==> config.mk <==
export PLATFORM = sky130hd
export DESIGN_NAME = fsb_cs_decoder
export DESIGN_NICKNAME = d
export VERILOG_FILES = /design/src/rtl/fsb_cs_decoder_pkg.sv /design/src/rtl/fsb_berr_timer.sv /design/src/rtl/fsb_cs_decoder.sv
export SDC_FILE = /design/constraint.sdc
export NUM_CORES = 1
export LEC_CHECK = 0
export ABC_AREA = 1
export BUFFER_PORTS_ARGS = -buffer_cell sky130_fd_sc_hd__buf_2
export CAP_MARGIN = 15
export CORE_MARGIN = 1
export CORE_UTILIZATION = 45
export DETAILED_ROUTE_END_ITERATION = 6
export PLACE_DENSITY_LB_ADDON = 0.2
export SYNTH_ARGS = -nofsm -noshare
export SYNTH_HDL_FRONTEND = slang
export SYNTH_HIERARCHICAL = 1
export SYNTH_SLANG_ARGS = --single-unit
export TNS_END_PERCENT = 30
==> constraint.sdc <==
create_clock -name CLK -period 1.8 [get_ports CLK]
set_input_delay 0.36 -clock CLK [delete_from_list [all_inputs] [get_ports CLK]]
set_output_delay 0.36 -clock CLK [all_outputs]
set_load 0.1 [all_outputs]
==> src/rtl/fsb_cs_decoder_pkg.sv <==
`default_nettype none
// ============================================================================
//  Module   : fsb_cs_decoder_pkg
//  Purpose  : Shared types and defaults for the FSB chip-select decoder:
//             overlay state encoding, nibble bitmaps, snoop windows.
//  Revision : 1.0  initial release
// ============================================================================
package fsb_cs_decoder_pkg;

  // Boot-overlay states; encoding 2'd3 is illegal and recovers to OVL_ON.
  typedef enum logic [1:0] {
    OVL_ON    = 2'd0,
    OVL_ARMED = 2'd1,
    OVL_OFF   = 2'd2
  } ovl_state_t;

  // Default top-nibble bitmaps (bit n <=> A[AW-1:AW-4] == n).
  localparam logic [15:0] C_NIB_IO_DEF   = 16'hFF20;
  localparam logic [15:0] C_NIB_ROM_DEF  = 16'h0010;
  localparam logic [15:0] C_NIB_IACK_DEF = 16'h8000;
  localparam logic [3:0]  C_ODCS_NIB_DEF = 4'h4;
  localparam logic [2:0]  C_OVL_PFX_DEF  = 3'b011;

  // Default sound-RAM snoop windows, compared against A[15:8].
  localparam logic [7:0]  C_SNP_LO0_DEF  = 8'hFE;
  localparam logic [7:0]  C_SNP_HI0_DEF  = 8'hFF;
  localparam logic [7:0]  C_SNP_LO1_DEF  = 8'hA2;
  localparam logic [7:0]  C_SNP_HI1_DEF  = 8'hA3;

  // Inclusive range test used by the snoop windows.
  function automatic logic in_window(input logic [7:0] a,
                                     input logic [7:0] lo,
                                     input logic [7:0] hi);
    return (a >= lo) && (a <= hi);
  endfunction

endpackage
`default_nettype wire

==> src/rtl/fsb_berr_timer.sv <==
`default_nettype none
// ============================================================================
//  Module   : fsb_berr_timer
//  Purpose  : Tracks the active bus cycle and raises BERR after BERR_CYC
//             clocks of an active cycle to an unmapped address.
//  Revision : 1.0  initial release
// ============================================================================
module fsb_berr_timer #(
  parameter int BERR_CYC = 255
) (
  input  logic CLK,
  input  logic RES,
  input  logic ASActive,
  input  logic ASInactive,
  input  logic Unmapped,
  output logic BERR
);

  localparam int            CW    = $clog2(BERR_CYC + 1);
  localparam logic [CW-1:0] C_MAX = CW'(BERR_CYC);

  logic          r_active;
  logic [CW-1:0] r_cnt;
  logic          r_berr;
  logic          w_active_nxt;
  logic [CW-1:0] w_cnt_nxt;

  // Next-state: ASActive wins over ASInactive; counter saturates at C_MAX.
  always_comb begin
    w_active_nxt = r_active;
    if (ASActive)
      w_active_nxt = 1'b1;
    else if (ASInactive)
      w_active_nxt = 1'b0;

    w_cnt_nxt = r_cnt;
    if (ASActive)
      w_cnt_nxt = '0;
    else if (r_active && Unmapped && (r_cnt < C_MAX))
      w_cnt_nxt = r_cnt + 1'b1;
  end

  // BERR is gated by the next Active so it drops on the ASInactive edge.
  always_ff @(posedge CLK or posedge RES) begin
    if (RES) begin
      r_active <= 1'b0;
      r_cnt    <= '0;
      r_berr   <= 1'b0;
    end else begin
      r_active <= w_active_nxt;
      r_cnt    <= w_cnt_nxt;
      r_berr   <= w_active_nxt && (w_cnt_nxt == C_MAX);
    end
  end

  assign BERR = r_berr;

endmodule
`default_nettype wire

==> src/rtl/fsb_cs_decoder.sv <==
`default_nettype none
// ============================================================================
//  Module   : fsb_cs_decoder
//  Purpose  : FSB chip-select decoder with boot overlay, sound-RAM write
//             snoop windows and an optional bus-error timer.
//  Revision : 1.0  initial release
// ============================================================================
module fsb_cs_decoder
  import fsb_cs_decoder_pkg::*;
#(
  parameter int          AW       = 24,
  parameter logic [15:0] NIB_IO   = C_NIB_IO_DEF,
  parameter logic [15:0] NIB_ROM  = C_NIB_ROM_DEF,
  parameter logic [15:0] NIB_IACK = C_NIB_IACK_DEF,
  parameter logic [3:0]  ODCS_NIB = C_ODCS_NIB_DEF,
  parameter logic [2:0]  OVL_PFX  = C_OVL_PFX_DEF,
  parameter logic [7:0]  SNP_LO0  = C_SNP_LO0_DEF,
  parameter logic [7:0]  SNP_HI0  = C_SNP_HI0_DEF,
  parameter logic [7:0]  SNP_LO1  = C_SNP_LO1_DEF,
  parameter logic [7:0]  SNP_HI1  = C_SNP_HI1_DEF,
  parameter bit          BERR_EN  = 1'b1,
  parameter int          BERR_CYC = 255
) (
  input  logic          CLK,
  input  logic          RES,
  input  logic [AW-1:8] A,
  input  logic          nWE,
  input  logic          ASActive,
  input  logic          ASInactive,
  output logic          RAMCS,
  output logic          ROMCS,
  output logic          IOCS,
  output logic          IACS,
  output logic          SndRAMCSWR,
  output logic          Unmapped,
  output logic          Overlay,
  output logic          BERR
);

  ovl_state_t r_state;
  logic       r_overlay;

  logic [3:0] w_top;
  logic       w_ramcs;
  logic       w_romcs;
  logic       w_iacs;
  logic       w_vidwr;
  logic       w_iocs;
  logic       w_snoop;
  logic       w_unmapped;

  assign w_top = A[AW-1:AW-4];

  // Zero-latency selects; they overlap on purpose (video writes hit RAM and IOB).
  always_comb begin
    w_ramcs    = ((A[AW-1:AW-2] == 2'b00) && !r_overlay) ||
                 ((A[AW-1:AW-3] == OVL_PFX) && r_overlay);
    w_romcs    = NIB_ROM[w_top] || ((w_top == 4'h0) && r_overlay);
    w_iacs     = NIB_IACK[w_top];
    w_vidwr    = w_ramcs && (&A[AW-3:16]) && !nWE;
    w_iocs     = NIB_IO[w_top] || w_iacs || w_vidwr;
    w_snoop    = w_vidwr && (in_window(A[15:8], SNP_LO0, SNP_HI0) ||
                             in_window(A[15:8], SNP_LO1, SNP_HI1));
    w_unmapped = !(w_ramcs || w_romcs || w_iocs);
  end

  // Overlay FSM: ON until an ODCS access arms it, OFF after the arming cycle ends.
  always_ff @(posedge CLK or posedge RES) begin
    if (RES) begin
      r_state   <= OVL_ON;
      r_overlay <= 1'b1;
    end else begin
      case (r_state)
        OVL_ON: begin
          r_overlay <= 1'b1;
          if (ASActive && (w_top == ODCS_NIB))
            r_state <= OVL_ARMED;
        end
        OVL_ARMED: begin
          // A same-cycle ASInactive while ON closed the previous cycle, so
          // only an ASInactive seen here ends the arming cycle.
          if (ASInactive) begin
            r_state   <= OVL_OFF;
            r_overlay <= 1'b0;
          end
        end
        OVL_OFF: begin
          r_overlay <= 1'b0;
        end
        default: begin
          r_state   <= OVL_ON;
          r_overlay <= 1'b1;
        end
      endcase
    end
  end

  generate
    if (BERR_EN) begin : g_berr
      fsb_berr_timer #(
        .BERR_CYC (BERR_CYC)
      ) u_berr_timer (
        .CLK        (CLK),
        .RES        (RES),
        .ASActive   (ASActive),
        .ASInactive (ASInactive),
        .Unmapped   (w_unmapped),
        .BERR       (BERR)
      );
    end else begin : g_no_berr
      assign BERR = 1'b0;
    end
  endgenerate

  assign RAMCS      = w_ramcs;
  assign ROMCS      = w_romcs;
  assign IOCS       = w_iocs;
  assign IACS       = w_iacs;
  assign SndRAMCSWR = w_snoop;
  assign Unmapped   = w_unmapped;
  assign Overlay    = r_overlay;

endmodule
`default_nettype wire

==> flow_summary.yaml <==
cts:
  cts_made_buffers: 3
  clk_pin_slew_ns: 0.08
  cts_buffer_depth: 2
  cts_tree: "built"
  cts_sinks: 13
  clockRootBuffer: "clkbuf_4"
  clkLatencyLatePin_ns: 0.27
  htree_num_levels: 1
timing:
  hold_viol_final: 0
  fin_tns_setup_ns: -0.773
  setup_ws_ns: -0.188
  fin_crit_ns: 1.99
  max_slew.worst_pin.slew_ns: 0.482
  rsz0062_at_grt: "true"
  finClkSkew_ns: 0.00596
  fmax_ghz: 0.503
  slew_headroom: 0.681
  layout_worst_path_cycle_share: 1.10
  setup_violations: 8
  slew_viol_final: 0
pwr:
  pwr-share-clk: 0.172
  max-vdd-ir-drop_mv: 0.661
  comb_power_share: 0.476
  p_switching_mw: 0.416
  power_density_nw_per_um2: 655
  swShare: 0.410
  seqPwrFrac: 0.352
  intPower_mw: 0.598
  p_leak_nw: 0.845
synthesis:
  ys_seq_area_frac: 0.316
  synth-seq-cells: 13
  syn_area_per_cell_um2: 7.09
  synth_cells: 146
  yosys_most_used_dff: "dfrtp_1"
  yosysWarnings: 6
  synthArstFlopShare: 1.00
  netlist_area_um2: 1030
  synth-edff-count: 0
  syn-num-nets: 172
  ys_types: 25
global_routing:
  grt_pass1_vias: 1067
  antenna_found_initial: 0
  overflow: 0
  grt_pass1_wl_mm: 4.35
  groute.usage.overall: 0.228
  grt_max_degree: 11
die:
  die_h_um: 50.0
  dieArea_um2: 2500
  initial_core_util: 0.502
  ioPinCount: 29
  die_w_um: 50.0
  rows: 16
  core-area_um2: 2060
setup_path:
  crit_slowest_cell: "dfstp_4"
  r2r_slack_ns: -0.19
  endpoint_kind: "register"
  required_ns: 1.96
  r2r-start: "Overlay"
  worst-setup-path-type: "reg -> reg"
  arrival_ns: 2.15
  cp_max_fo: 5
  slowest_delay_ns: 0.65
  crit_chain: "inv_4 -> nand3_4 -> nand2_8 -> nor3_4 -> nand2_4 -> nor2_4 -> buf_4 -> nand3_2 -> nand2_2 -> inv_1 -> nand2_2 -> nor2_1 -> nand3_1 -> nor2_1"
  cp-start-kind: "register"
  crit_start: "Overlay"
job:
  drv_cap: 0
drt:
  viasPerCell: 4.89
  dr.pass1.iters: 4
  via_count: 1065
  ant_nets: 0
  drc: 0
  wl_per_cell_um: 11.4
  drt-total-wl_mm: 2.49
  first_iter_violations: 30
status:
  status: "finished, violations left"
  violations: "setup timing"
finish:
  syn2layout_area_growth_pct: 49.7
  layout.nets: 218
  layout_commonest_cell: "inv_1"
  stdcell_count: 218
  final_cell_mix: "28 x inv_1, 26 x nand2_1, 20 x buf_2"
  final_util: 0.751
  drive_gt1_frac: 0.419
  num_antenna_cells: 0
placed_design:
  io_buffers: 27
  routabilityCongestion: 0.778
  place_inst: 207
  dp_hpwl_mm: 1.85
min_path:
  min_path_type: "in -> reg"
  hp-start: "ASInactive"
-- cells in the mapped netlist (2+ instances only) --
cell      count  area share
o21ai_0       4       0.019
nor2_4        4       0.044
inv_1        29        0.11
nand2_2       6       0.036
dfrtp_1      12        0.29
nand4_1       2       0.012
nor3_2        2       0.019
nand3b_1      2       0.015
nor2_2        6       0.036
ha_1          5       0.060
nand3_1      24        0.12
nor2_1        7       0.025
nand2_1      28        0.10
inv_2         4       0.015
-- power by group through the flow --
stage | clock network (mW) | logic (mW) | registers (mW)
after global routing | 0.196 | 0.520 | 0.360
after detailed placement | 0 | 0.417 | 0.360
after floorplan | 0 | 0.232 | 0.417
final | 0.174 | 0.483 | 0.357
after CTS | 0.183 | 0.445 | 0.356
after global placement | 0 | 0.403 | 0.360
-- kinds of logic (layout without fill, tap and decap cells) --
logic type	after synthesis	after routing	synth area share
DFF	13	13	0.316
AOI/OAI and AO/OA	7	7	0.0399
and+or+nand+nor	85	85	0.446
buffers and inverters	36	81	0.138
adders and majority gates	5	5	0.0605
-- path summary, 6_finish.rpt --
path	to	cells after the start
worst min register to register	r_state[1]	2
worst min-delay path	g_berr.u_berr_timer/r_active	2
min in group asynchronous	r_state[1]	3
worst max-delay path	g_berr.u_berr_timer/BERR	14
worst max register to register	g_berr.u_berr_timer/BERR	14
max in group asynchronous	g_berr.u_berr_timer/r_cnt[7]	3
-- metal layers --
metal / wire, um / track usage
met5: 0 / 0
met2: 1330 / 0.417
met1: 1050 / 0.262
met3: 66 / 0.0309
met4: 34 / 0.0952
-- metrics by stage --
| step | power [mW] | hold WS (ns) | instance area [um^2] | setup WS [ns] |
|---|---|---|---|---|
| floorplan | 0.649 | 0.113 | 1090 | -1.07 |
| global placement | 0.763 | 0.231 | 1400 | -0.119 |
| detailed placement | 0.777 | 0.234 | 1400 | -0.177 |
| CTS | 0.984 | 0.322 | 1470 | -0.180 |
| global route | 1.08 | 0.350 | 1550 | -0.314 |
| finish | 1.01 | 0.322 | 1550 | -0.188 |
-- cell type report --
| type | instances | area (um^2) |
|---|---|---|
| Fill cell | 138 | 513 |
| Clock buffer | 4 | 26.3 |
| Timing Repair Buffer | 41 | 354 |
| Multi-Input combinational cell | 97 | 659 |
| Sequential cell | 13 | 330 |
| Inverter | 36 | 145 |
| Tap cell | 27 | 33.8 |
-- state kept, by name, indices dropped and copies added, names as in the netlist --
register                      flops
g_berr.u_berr_timer/r_active      1
g_berr.u_berr_timer/r_cnt         8
g_berr.u_berr_timer/BERR          1
r_state                           2
Overlay                           1
-- worst max-delay path, delay by kind of cell, from the launching register on --
family                 cells  cell delay [ns]
AND/OR/NAND/NOR           11             1.00
buffers and inverters      3             0.22
flip-flops                 1             0.65
-- repair_timing --
item	CTS	global route
buffers inserted	1	5
pin swaps	1	5
setup endpoints to repair	9	11
hold buffers	1	0
endpoints found under the hold margin	2	0
gates resized for setup	6	10
Note: power is estimated with default switching activity, not from simulation.
